`src/rtl/lsu_pkg.sv`:
```
// rtl/lsu_pkg.sv - shared funct3 codes, state encoding and access-width decode for the byte-serial LSU
package lsu_pkg;

  localparam logic [2:0] F3_B  = 3'b000;
  localparam logic [2:0] F3_H  = 3'b001;
  localparam logic [2:0] F3_W  = 3'b010;
  localparam logic [2:0] F3_BU = 3'b100;
  localparam logic [2:0] F3_HU = 3'b101;

  typedef enum logic [1:0] {IDLE, ACCESS, RESP} lsu_state_t;

  // Zero marks an illegal funct3, which bypasses memory entirely.
  function automatic logic [2:0] width_bytes(input logic [2:0] funct3);
    case (funct3)
      F3_B, F3_BU: return 3'd1;
      F3_H, F3_HU: return 3'd2;
      F3_W:        return 3'd4;
      default:     return 3'd0;
    endcase
  endfunction

endpackage

```
`src/rtl/load_extend.sv`:
```
// rtl/load_extend.sv - sign/zero extension of assembled little-endian load data
module load_extend
  import lsu_pkg::*;
(
  input  logic [2:0]  funct3,
  input  logic [31:0] data_in,
  output logic [31:0] data_out
);

  always_comb begin
    data_out = data_in;
    case (funct3)
      F3_B:    data_out = {{24{data_in[7]}}, data_in[7:0]};
      F3_H:    data_out = {{16{data_in[15]}}, data_in[15:0]};
      F3_BU:   data_out = {24'd0, data_in[7:0]};
      F3_HU:   data_out = {16'd0, data_in[15:0]};
      default: data_out = data_in;
    endcase
  end

endmodule

```
`src/rtl/byte_serial_lsu.sv`:
```
// rtl/byte_serial_lsu.sv - RV32 load/store initiator issuing 1/2/4 sequential byte accesses to a byte-wide memory
module byte_serial_lsu
  import lsu_pkg::*;
#(
  parameter int ADDRESS_WIDTH = 32,
  parameter int DATA_WIDTH    = 32,
  parameter int BYTE_WIDTH    = 8
) (
  input  logic                     clk,
  input  logic                     rst_n,
  input  logic                     req_valid,
  output logic                     req_ready,
  input  logic                     req_write,
  input  logic [2:0]               req_funct3,
  input  logic [ADDRESS_WIDTH-1:0] req_addr,
  input  logic [DATA_WIDTH-1:0]    req_wdata,
  output logic                     rsp_valid,
  output logic [DATA_WIDTH-1:0]    rsp_rdata,
  output logic                     rsp_err,
  output logic                     mem_we,
  output logic [ADDRESS_WIDTH-1:0] mem_addr,
  output logic [BYTE_WIDTH-1:0]    mem_wdata,
  input  logic [BYTE_WIDTH-1:0]    mem_rdata
);

  lsu_state_t               state_q, state_d;
  logic                     write_q, write_d;
  logic                     err_q, err_d;
  logic [2:0]               funct3_q, funct3_d;
  logic [2:0]               n_q, n_d;
  logic [1:0]               k_q, k_d;
  logic [ADDRESS_WIDTH-1:0] addr_q, addr_d;
  logic [ADDRESS_WIDTH-1:0] last_addr_q, last_addr_d;
  logic [DATA_WIDTH-1:0]    wdata_q, wdata_d;
  logic [DATA_WIDTH-1:0]    data_q, data_d;

  logic [ADDRESS_WIDTH-1:0] cur_addr;
  logic [DATA_WIDTH-1:0]    wdata_shifted;
  logic [DATA_WIDTH-1:0]    rdata_lane;
  logic [DATA_WIDTH-1:0]    ext_data;
  logic                     last_byte;

  load_extend u_load_extend (
    .funct3   (funct3_q),
    .data_in  (data_q),
    .data_out (ext_data)
  );

  assign cur_addr      = addr_q + ADDRESS_WIDTH'(k_q);
  assign wdata_shifted = wdata_q >> {k_q, 3'b000};
  assign rdata_lane    = {{(DATA_WIDTH-BYTE_WIDTH){1'b0}}, mem_rdata} << {k_q, 3'b000};
  assign last_byte     = ({1'b0, k_q} == (n_q - 3'd1));

  always_comb begin
    state_d     = state_q;
    write_d     = write_q;
    err_d       = err_q;
    funct3_d    = funct3_q;
    n_d         = n_q;
    k_d         = k_q;
    addr_d      = addr_q;
    last_addr_d = last_addr_q;
    wdata_d     = wdata_q;
    data_d      = data_q;

    case (state_q)
      IDLE: begin
        if (req_valid) begin
          write_d  = req_write;
          funct3_d = req_funct3;
          addr_d   = req_addr;
          wdata_d  = req_wdata;
          n_d      = width_bytes(req_funct3);
          err_d    = (width_bytes(req_funct3) == 3'd0);
          k_d      = 2'd0;
          data_d   = '0;
          state_d  = (width_bytes(req_funct3) == 3'd0) ? RESP : ACCESS;
        end
      end
      ACCESS: begin
        last_addr_d = cur_addr;
        // data_q is cleared on accept, so OR-ing each lane in assembles the word.
        if (!write_q) data_d = data_q | rdata_lane;
        if (last_byte) state_d = RESP;
        else           k_d     = k_q + 2'd1;
      end
      RESP:    state_d = IDLE;
      default: state_d = IDLE;
    endcase
  end

  always_ff @(posedge clk or negedge rst_n) begin
    if (!rst_n) begin
      state_q     <= IDLE;
      write_q     <= 1'b0;
      err_q       <= 1'b0;
      funct3_q    <= 3'd0;
      n_q         <= 3'd0;
      k_q         <= 2'd0;
      addr_q      <= '0;
      last_addr_q <= '0;
      wdata_q     <= '0;
      data_q      <= '0;
    end else begin
      state_q     <= state_d;
      write_q     <= write_d;
      err_q       <= err_d;
      funct3_q    <= funct3_d;
      n_q         <= n_d;
      k_q         <= k_d;
      addr_q      <= addr_d;
      last_addr_q <= last_addr_d;
      wdata_q     <= wdata_d;
      data_q      <= data_d;
    end
  end

  // Outputs decode straight from state so an async reset quiets the memory port at once.
  always_comb begin
    req_ready = (state_q == IDLE);
    rsp_valid = (state_q == RESP);
    rsp_err   = (state_q == RESP) && err_q;
    rsp_rdata = ((state_q == RESP) && !write_q && !err_q) ? ext_data : '0;
    mem_we    = (state_q == ACCESS) && write_q;
    mem_wdata = ((state_q == ACCESS) && write_q) ? wdata_shifted[BYTE_WIDTH-1:0] : '0;
    mem_addr  = (state_q == ACCESS) ? cur_addr : last_addr_q;
  end

endmodule

```
`config.mk`:
```
export PLATFORM = sky130hd
export DESIGN_NAME = byte_serial_lsu
export DESIGN_NICKNAME = d
export VERILOG_FILES = /design/src/rtl/lsu_pkg.sv /design/src/rtl/load_extend.sv /design/src/rtl/byte_serial_lsu.sv
export SDC_FILE = /design/constraint.sdc
export NUM_CORES = 1
export LEC_CHECK = 0
export CAP_MARGIN = 20
export CORE_ASPECT_RATIO = 0.6
export CORE_MARGIN = 1
export CORE_UTILIZATION = 47
export CTS_BUF_LIST = sky130_fd_sc_hd__clkbuf_4
export CTS_CLUSTER_SIZE = 24
export DETAILED_ROUTE_END_ITERATION = 7
export GPL_TIMING_DRIVEN = 0
export HOLD_SLACK_MARGIN = 0.03
export PLACE_DENSITY = 0.75
export RECOVER_POWER = 50
export SYNTH_ARGS = -nofsm -noshare
export SYNTH_HDL_FRONTEND = slang
export SYNTH_HIERARCHICAL = 1
export SYNTH_SLANG_ARGS = --single-unit
```
`constraint.sdc`:
```
create_clock -name clk -period 11.5 [get_ports clk]
set_input_delay 2.875 -clock clk [delete_from_list [all_inputs] [get_ports clk]]
set_output_delay 2.875 -clock clk [all_outputs]
set_load 0.02 [all_outputs]
```
==> impl_metrics.tcl, run 1 <==
set metrics [dict create \
    status "finished with violations" \
    violations "capacitance limit, slew limit" \
    path_common_cell "clkbuf_1" \
    htree_num_levels 4 \
    peakVddDrop_uv 142 \
    setup-violations-final 0 \
    ys_seq_area_share_pct 51.3 \
    synthCells 781 \
    gp_congestion 0.904 \
    grt_overflow 0 \
    num_io_pins 155 \
    core-area_sq_mm 0.0139 \
    worstHoldStart "last_addr_q[0]$_DFF_PN0_" \
    period_share_pct 71.0 \
    hpwlAfterDp_um 14500 \
    die_h_um 95.4 \
    via_per_inst 5.39 \
    n_antenna_cell 0 \
    required_ns 8.63 \
    syn_area_sq_mm 0.00683 \
    worstPathArrival_ns 5.29 \
    antenna_found_initial 0 \
    hold_class "reg -> reg" \
    fin_crit_ns 8.16 \
    fin_nets 1038 \
    synth.avg_cell_area_sq_um 8.75 \
    worstSetupEndpointType "output pin" \
    synth_edf_count 0 \
    rsz0062_at_grt "no" \
    cpMaxStageDelayCell "clkdlybuf4s50_1" \
    synth_top_cell_by_area "dfrtp_1" \
    grt_util_all_layers_pct 28.5 \
    ys_types 52 \
    clock.fmax_mhz 123 \
    port_buffers 154 \
    drtIter0Drc 458 \
    cts_buffer_depth 2 \
    initial_core_util_pct 49.1 \
    grt_max_degree 98 \
    wl_um 19900 \
    grt_pass1_wl_um 31500 \
    hold_end "last_addr_q[0]$_DFF_PN0_" \
    critPathMaxFanout 10 \
    reg2reg_depth 9 \
    clock_latency_ns 0.54 \
    yosysWarnings 6 \
    timing.rr.end "last_addr_q[30]$_DFF_PN0_" \
    crit_chain "clkbuf_1 > clkbuf_1 > inv_1 > fa_1 > nand4b_1 > or3_1 > clkbuf_1 > or4_1 > a31oi_1 > clkdlybuf4s50_1" \
    dieArea_sq_mm 0.0150 \
    drv_cap 1 \
    cts_buffers 17 \
    syn_to_final_growth_pct 31.5 \
    die-width_um 158 \
    drt_pre_antenna_iters 5 \
    wl_per_cell_um 17.2 \
    synth_common_cells "nand2_1, dfrtp_1, nor2_1" \
    power.density_mw_per_mm2 273 \
    clock-root-buffer "clkbuf_4" \
    synth_ff_type "dfrtp_1" \
    worstReg2RegStart "k_q[1]$_DFFE_PN0P_" \
    fillers 1197 \
    fin_worst_skew_ns 0.0183 \
    synthTopCellsByArea "dfrtp_1, nand2_1, o21ai_0, and2_1, nor2_1" \
    cts_tree "yes" \
    post_cts_buffers 0 \
    synth_fp_nets 864 \
    max-slew-margin-rel_pct -64.4 \
    final_layout_size_suffix_gt1_share_pct 6.83 \
    start_kind "flip-flop" \
    critPathKind "reg -> out" \
    report.final.hold_viol_count 0 \
    holdPathStages 2 \
    p_leak_uw 0.00404 \
    r2r_slack_ns 7.31 \
    synth-seq-cells 140 \
    fp-row-count 33 \
    tightest_slew_ns 2.47 \
    slew_violations 44 \
    clk_pin_slew_ns 0.12 \
    total_power_uw 2460 \
    route.detailed.drc 0 \
    tns_ns 0 \
    cts_resized 0 \
    async_flop_share_pct 100 \
    cpPeakStageDelay_ns 0.65 \
    ant_nets 0 \
    cts_sinks 140 \
    holdBufCountCts 0 \
    yosysMostFrequentCell "nand2_1" \
    first_global_vias 5850 \
    num_vias 6250 \
    yosysTopAreaCellShare_pct 51.3 \
]
sequential cells by signal, summed over array words and instances, names as in the netlist:
register	cells
write_q	1
addr_q	32
data_q	32
err_q	1
state_q	2
wdata_q	32
k_q	2
funct3_q	3
n_q	3
last_addr_q	32
per-layer routing:
| metal | up-vias | GRT usage [%] | wire (um) |
|---|---|---|---|
| met5 | - | 0 | 0 |
| met4 | 0 | 6.15 | 154 |
| met3 | 18 | 9.09 | 1990 |
| met2 | 276 | 38.7 | 7910 |
| met1 | 2992 | 43.5 | 9830 |
| li1 | 2964 | - | - |
cell usage in the layout (no fill, tap or decap), types with 7 or more instances in the layout:
cell / count
nand2b_1: 7
clkbuf_1: 42
clkdlybuf4s50_1: 152
dfrtp_1: 140
and2_1: 35
nand2_1: 254
mux4_2: 8
o21ai_0: 48
xor2_1: 8
inv_1: 10
a21oi_1: 33
nor2_1: 52
xnor2_1: 7
buf_4: 9
a31oi_1: 19
and3_1: 10
nand3_1: 13
or4_1: 14
clkbuf_4: 17
o31ai_1: 13
cells by family after synthesis:
group	Yosys count	synth area share, %
buffers and inverters	69	4.84
AND/OR/NAND/NOR	422	28.1
AO/OA/AOI/OAI	121	10.0
flip-flops	140	51.3
adder cells (fa/ha/maj)	4	0.843
multiplexers	10	2.99
XOR/XNOR	15	1.92
per-stage QoR:
stage | worst slack, ns | utilization, % | instances | cell area, sq um | hold WS, ns
2_1_floorplan | 5.31 | - | 781 | 6830 | 0.440
3_3_place_gp | 1.89 | 61.9 | 1127 | 8610 | 0.454
3_5_place_dp | 4.01 | 62.2 | 1128 | 8650 | 0.462
4_1_cts | 3.40 | 64.7 | 1159 | 9000 | 0.492
5_1_grt | 3.08 | 64.5 | 1159 | 8980 | 0.506
6_report | 3.34 | 64.5 | 1159 | 8980 | 0.491
worst max-delay path, delay by kind of cell (launching register included):
kind,cells,cell delay [ns]
buffers and inverters,5,2.18
AND/OR/NAND/NOR,3,1.42
flip-flops,1,0.37
AO/OA/AOI/OAI,1,0.23
adder cells (fa/ha/maj),1,0.55
how the worst max path moves through the flow:
stage,slack [ns],endpoint,start
2_1_floorplan,5.31,mem_addr[28],k_q[1]$_DFFE_PN0P_
3_3_place_gp,1.89,addr_q[23]$_DFFE_PN0P_,rst_n
3_5_place_dp,4.01,mem_addr[26],k_q[1]$_DFFE_PN0P_
4_1_cts,3.40,mem_addr[26],k_q[1]$_DFFE_PN0P_
5_1_grt,3.08,mem_addr[28],k_q[1]$_DFFE_PN0P_
6_report,3.34,mem_addr[30],k_q[1]$_DFFE_PN0P_
layout make-up:
class	instances	area (sq um)	area share, %
Inverter	10	37.5	0.418
Buffer	59	290	3.23
Clock inverter	14	220	2.45
Tap cell	192	240	2.67
Multi-Input combinational cell	572	3000	33.4
Sequential cell	140	3500	39.0
Timing Repair Buffer	155	1560	17.4
Clock buffer	17	128	1.42
power by group:
part           switching [uW]  total, uW  internal (uW)
combinational             711       1200            491
clock                     190        384            195
sequential                158        870            712
(Power assumes the default switching activity.)
==> run 2, diff against run 1 <==
PLACE_DENSITY = 0.78   (was 0.75)
clock period = 7.3 ns   (was 11.5 ns; I/O delays follow)
==> run 2 against run 1 <==
The run still ends with capacitance limit, slew limit left. Critical endpoint is now mem_addr[28]. Non-clock buffer count unchanged. Routed wire length down 0.53%. Utilization down 0.54 points. Largest cell class unchanged. Final area down 0.84%.
==> impl_metrics.tcl, run 2 (synthesis gave the netlist of run 1 again) <==
set metrics [dict create \
    peakVddDrop_uv 286 \
    report.final.hold_viol_count 0 \
    fin_nets 1038 \
    cpPeakStageDelay_ns 0.64 \
    first_global_vias 5901 \
    fin_worst_skew_ns 0.0318 \
    syn_to_final_growth_pct 30.4 \
    fin_crit_ns 6.85 \
    num_vias 6288 \
    clock_latency_ns 0.56 \
    wl_um 19800 \
    core-area_sq_mm 0.0139 \
    hpwlAfterDp_um 14400 \
    clock_power_share_pct 14.0 \
    tightest_slew_ns 3.95 \
    place_ws_ns 0.854 \
    max-slew-margin-rel_pct -163 \
    cts_sinks 140 \
    htree_num_levels 4 \
    violations "capacitance limit, slew limit" \
    sw_frac_of_total_pct 44.4 \
    path_delay_family "buffers and inverters" \
    required_ns 5.48 \
    route.detailed.drc 0 \
    cts_tree "yes" \
    hold_class "reg -> reg" \
    crit_chain "clkbuf_1 > clkbuf_2 > inv_1 > fa_1 > nand4b_1 > or3_1 > clkbuf_1 > or4_1 > a31oi_1 > clkdlybuf4s50_1" \
    n_antenna_cell 0 \
    fp-row-count 33 \
    power.density_mw_per_mm2 426 \
    grt_pass1_wl_um 31600 \
    antenna_found_initial 0 \
    power_frac_comb_pct 50.0 \
    final_common_cell "nand2_1" \
    slew_violations 143 \
    power.internal_uw 2110 \
    post_cts_buffers 0 \
    period_share_pct 93.8 \
    rsz0062_at_grt "no" \
    gp_congestion 0.935 \
    start_kind "flip-flop" \
    worst_slack_ns 0.455 \
    drtIter0Drc 504 \
    clk_pin_slew_ns 0.13 \
    die_h_um 95.4 \
    clock-root-buffer "clkbuf_4" \
    ant_nets 0 \
    port_buffers 154 \
    wl_per_cell_um 17.1 \
    cts_buffers 17 \
    dieArea_sq_mm 0.0150 \
    die-width_um 158 \
    clock.fmax_mhz 146 \
    cp.buffers_inverters 5 \
    cpMaxStageDelayCell "clkdlybuf4s50_1" \
    worstSetupEndpointType "output pin" \
    p_leak_uw 0.00399 \
    seqPwrFrac_pct 36.0 \
    drv_cap 2 \
    path_common_cell "clkbuf_1" \
    holdWs_ns 0.487 \
    critPathKind "reg -> out" \
    cts_buffer_depth 2 \
    layout_common_cells "nand2_1, clkdlybuf4s50_1, dfrtp_1, nor2_1, o21ai_0" \
    grt_max_degree 73 \
    switching_power_uw 1680 \
    final_layout_size_suffix_gt1_share_pct 6.92 \
    grt_util_all_layers_pct 28.0 \
    critPathMaxFanout 10 \
    num_io_pins 155 \
    drt_pre_antenna_iters 5 \
    initial_core_util_pct 49.1 \
    setup-violations-final 0 \
    status "finished with violations" \
    grt_overflow 0 \
    worstPathArrival_ns 5.02 \
    via_per_inst 5.42 \
]
==> run 2: worst paths after layout <==
path,startpoint,endpoint,slack (ns),cells after the start
hold reg to reg,wdata_q[28]$_DFFE_PN0P_,wdata_q[28]$_DFFE_PN0P_,0.49,2
setup / recovery,k_q[1]$_DFFE_PN0P_,mem_addr[28],0.45,10
max in group asynchronous,rst_n,addr_q[16]$_DFFE_PN0P_,1.48,2
min in group asynchronous,rst_n,data_q[29]$_DFFE_PN0P_,2.64,1
setup reg to reg,k_q[1]$_DFFE_PN0P_,last_addr_q[30]$_DFF_PN0_,3.39,9
hold / removal,wdata_q[28]$_DFFE_PN0P_,wdata_q[28]$_DFFE_PN0P_,0.49,2
==> run 2: layout make-up <==
type | instances | area (sq um)
Fill cell | 1225 | 5010
Sequential cell | 140 | 3500
Multi-Input combinational cell | 572 | 3000
Timing Repair Buffer | 155 | 1540
Buffer | 59 | 290
Tap cell | 192 | 240
Clock inverter | 14 | 161
Clock buffer | 18 | 135
Inverter | 10 | 37.5
==> run 2: power by group through the flow <==
stage	sequential (uW)	clock, uW	combinational, uW
after floorplan	1300	0	1170
after global placement	1360	0	1840
after detailed placement	1370	0	1880
after CTS	1360	536	1890
after global routing	1410	575	2080
final	1370	533	1890
==> run 2: layer usage <==
metal | vias to the layer above | part of all wire, % | track usage [%]
met5 | - | 0 | 0
met4 | 0 | 1.3 | 8.01
met3 | 25 | 10 | 8.18
met2 | 287 | 40 | 37.8
met1 | 3017 | 49 | 42.9
li1 | 2959 | - | -
==> run 2: tightest hold or removal path: cells and delay by family, from the launching register on <==
kind | cells | cell delay (ns)
flip-flops | 1 | 0.36
AND/OR/NAND/NOR | 2 | 0.10
==> run 2: metrics by stage <==
stage	power, uW	util, %	std cells	setup TNS, ns	area (sq um)
floorplan	2470	-	781	0	6830
global placement	3200	61.9	1127	-165.66	8610
detailed placement	3260	62.2	1128	0	8650
CTS	3790	64.3	1160	0	8940
global route	4060	64.0	1160	0	8910
finish	3790	64.0	1160	0	8910
==> run 2: what timing repair did <==
action / CTS / global route
hold buffers: 0 / 0
hold endpoints to repair: 0 / 0
resized for setup: 0 / 1
endpoints found under the setup margin: 0 / 2
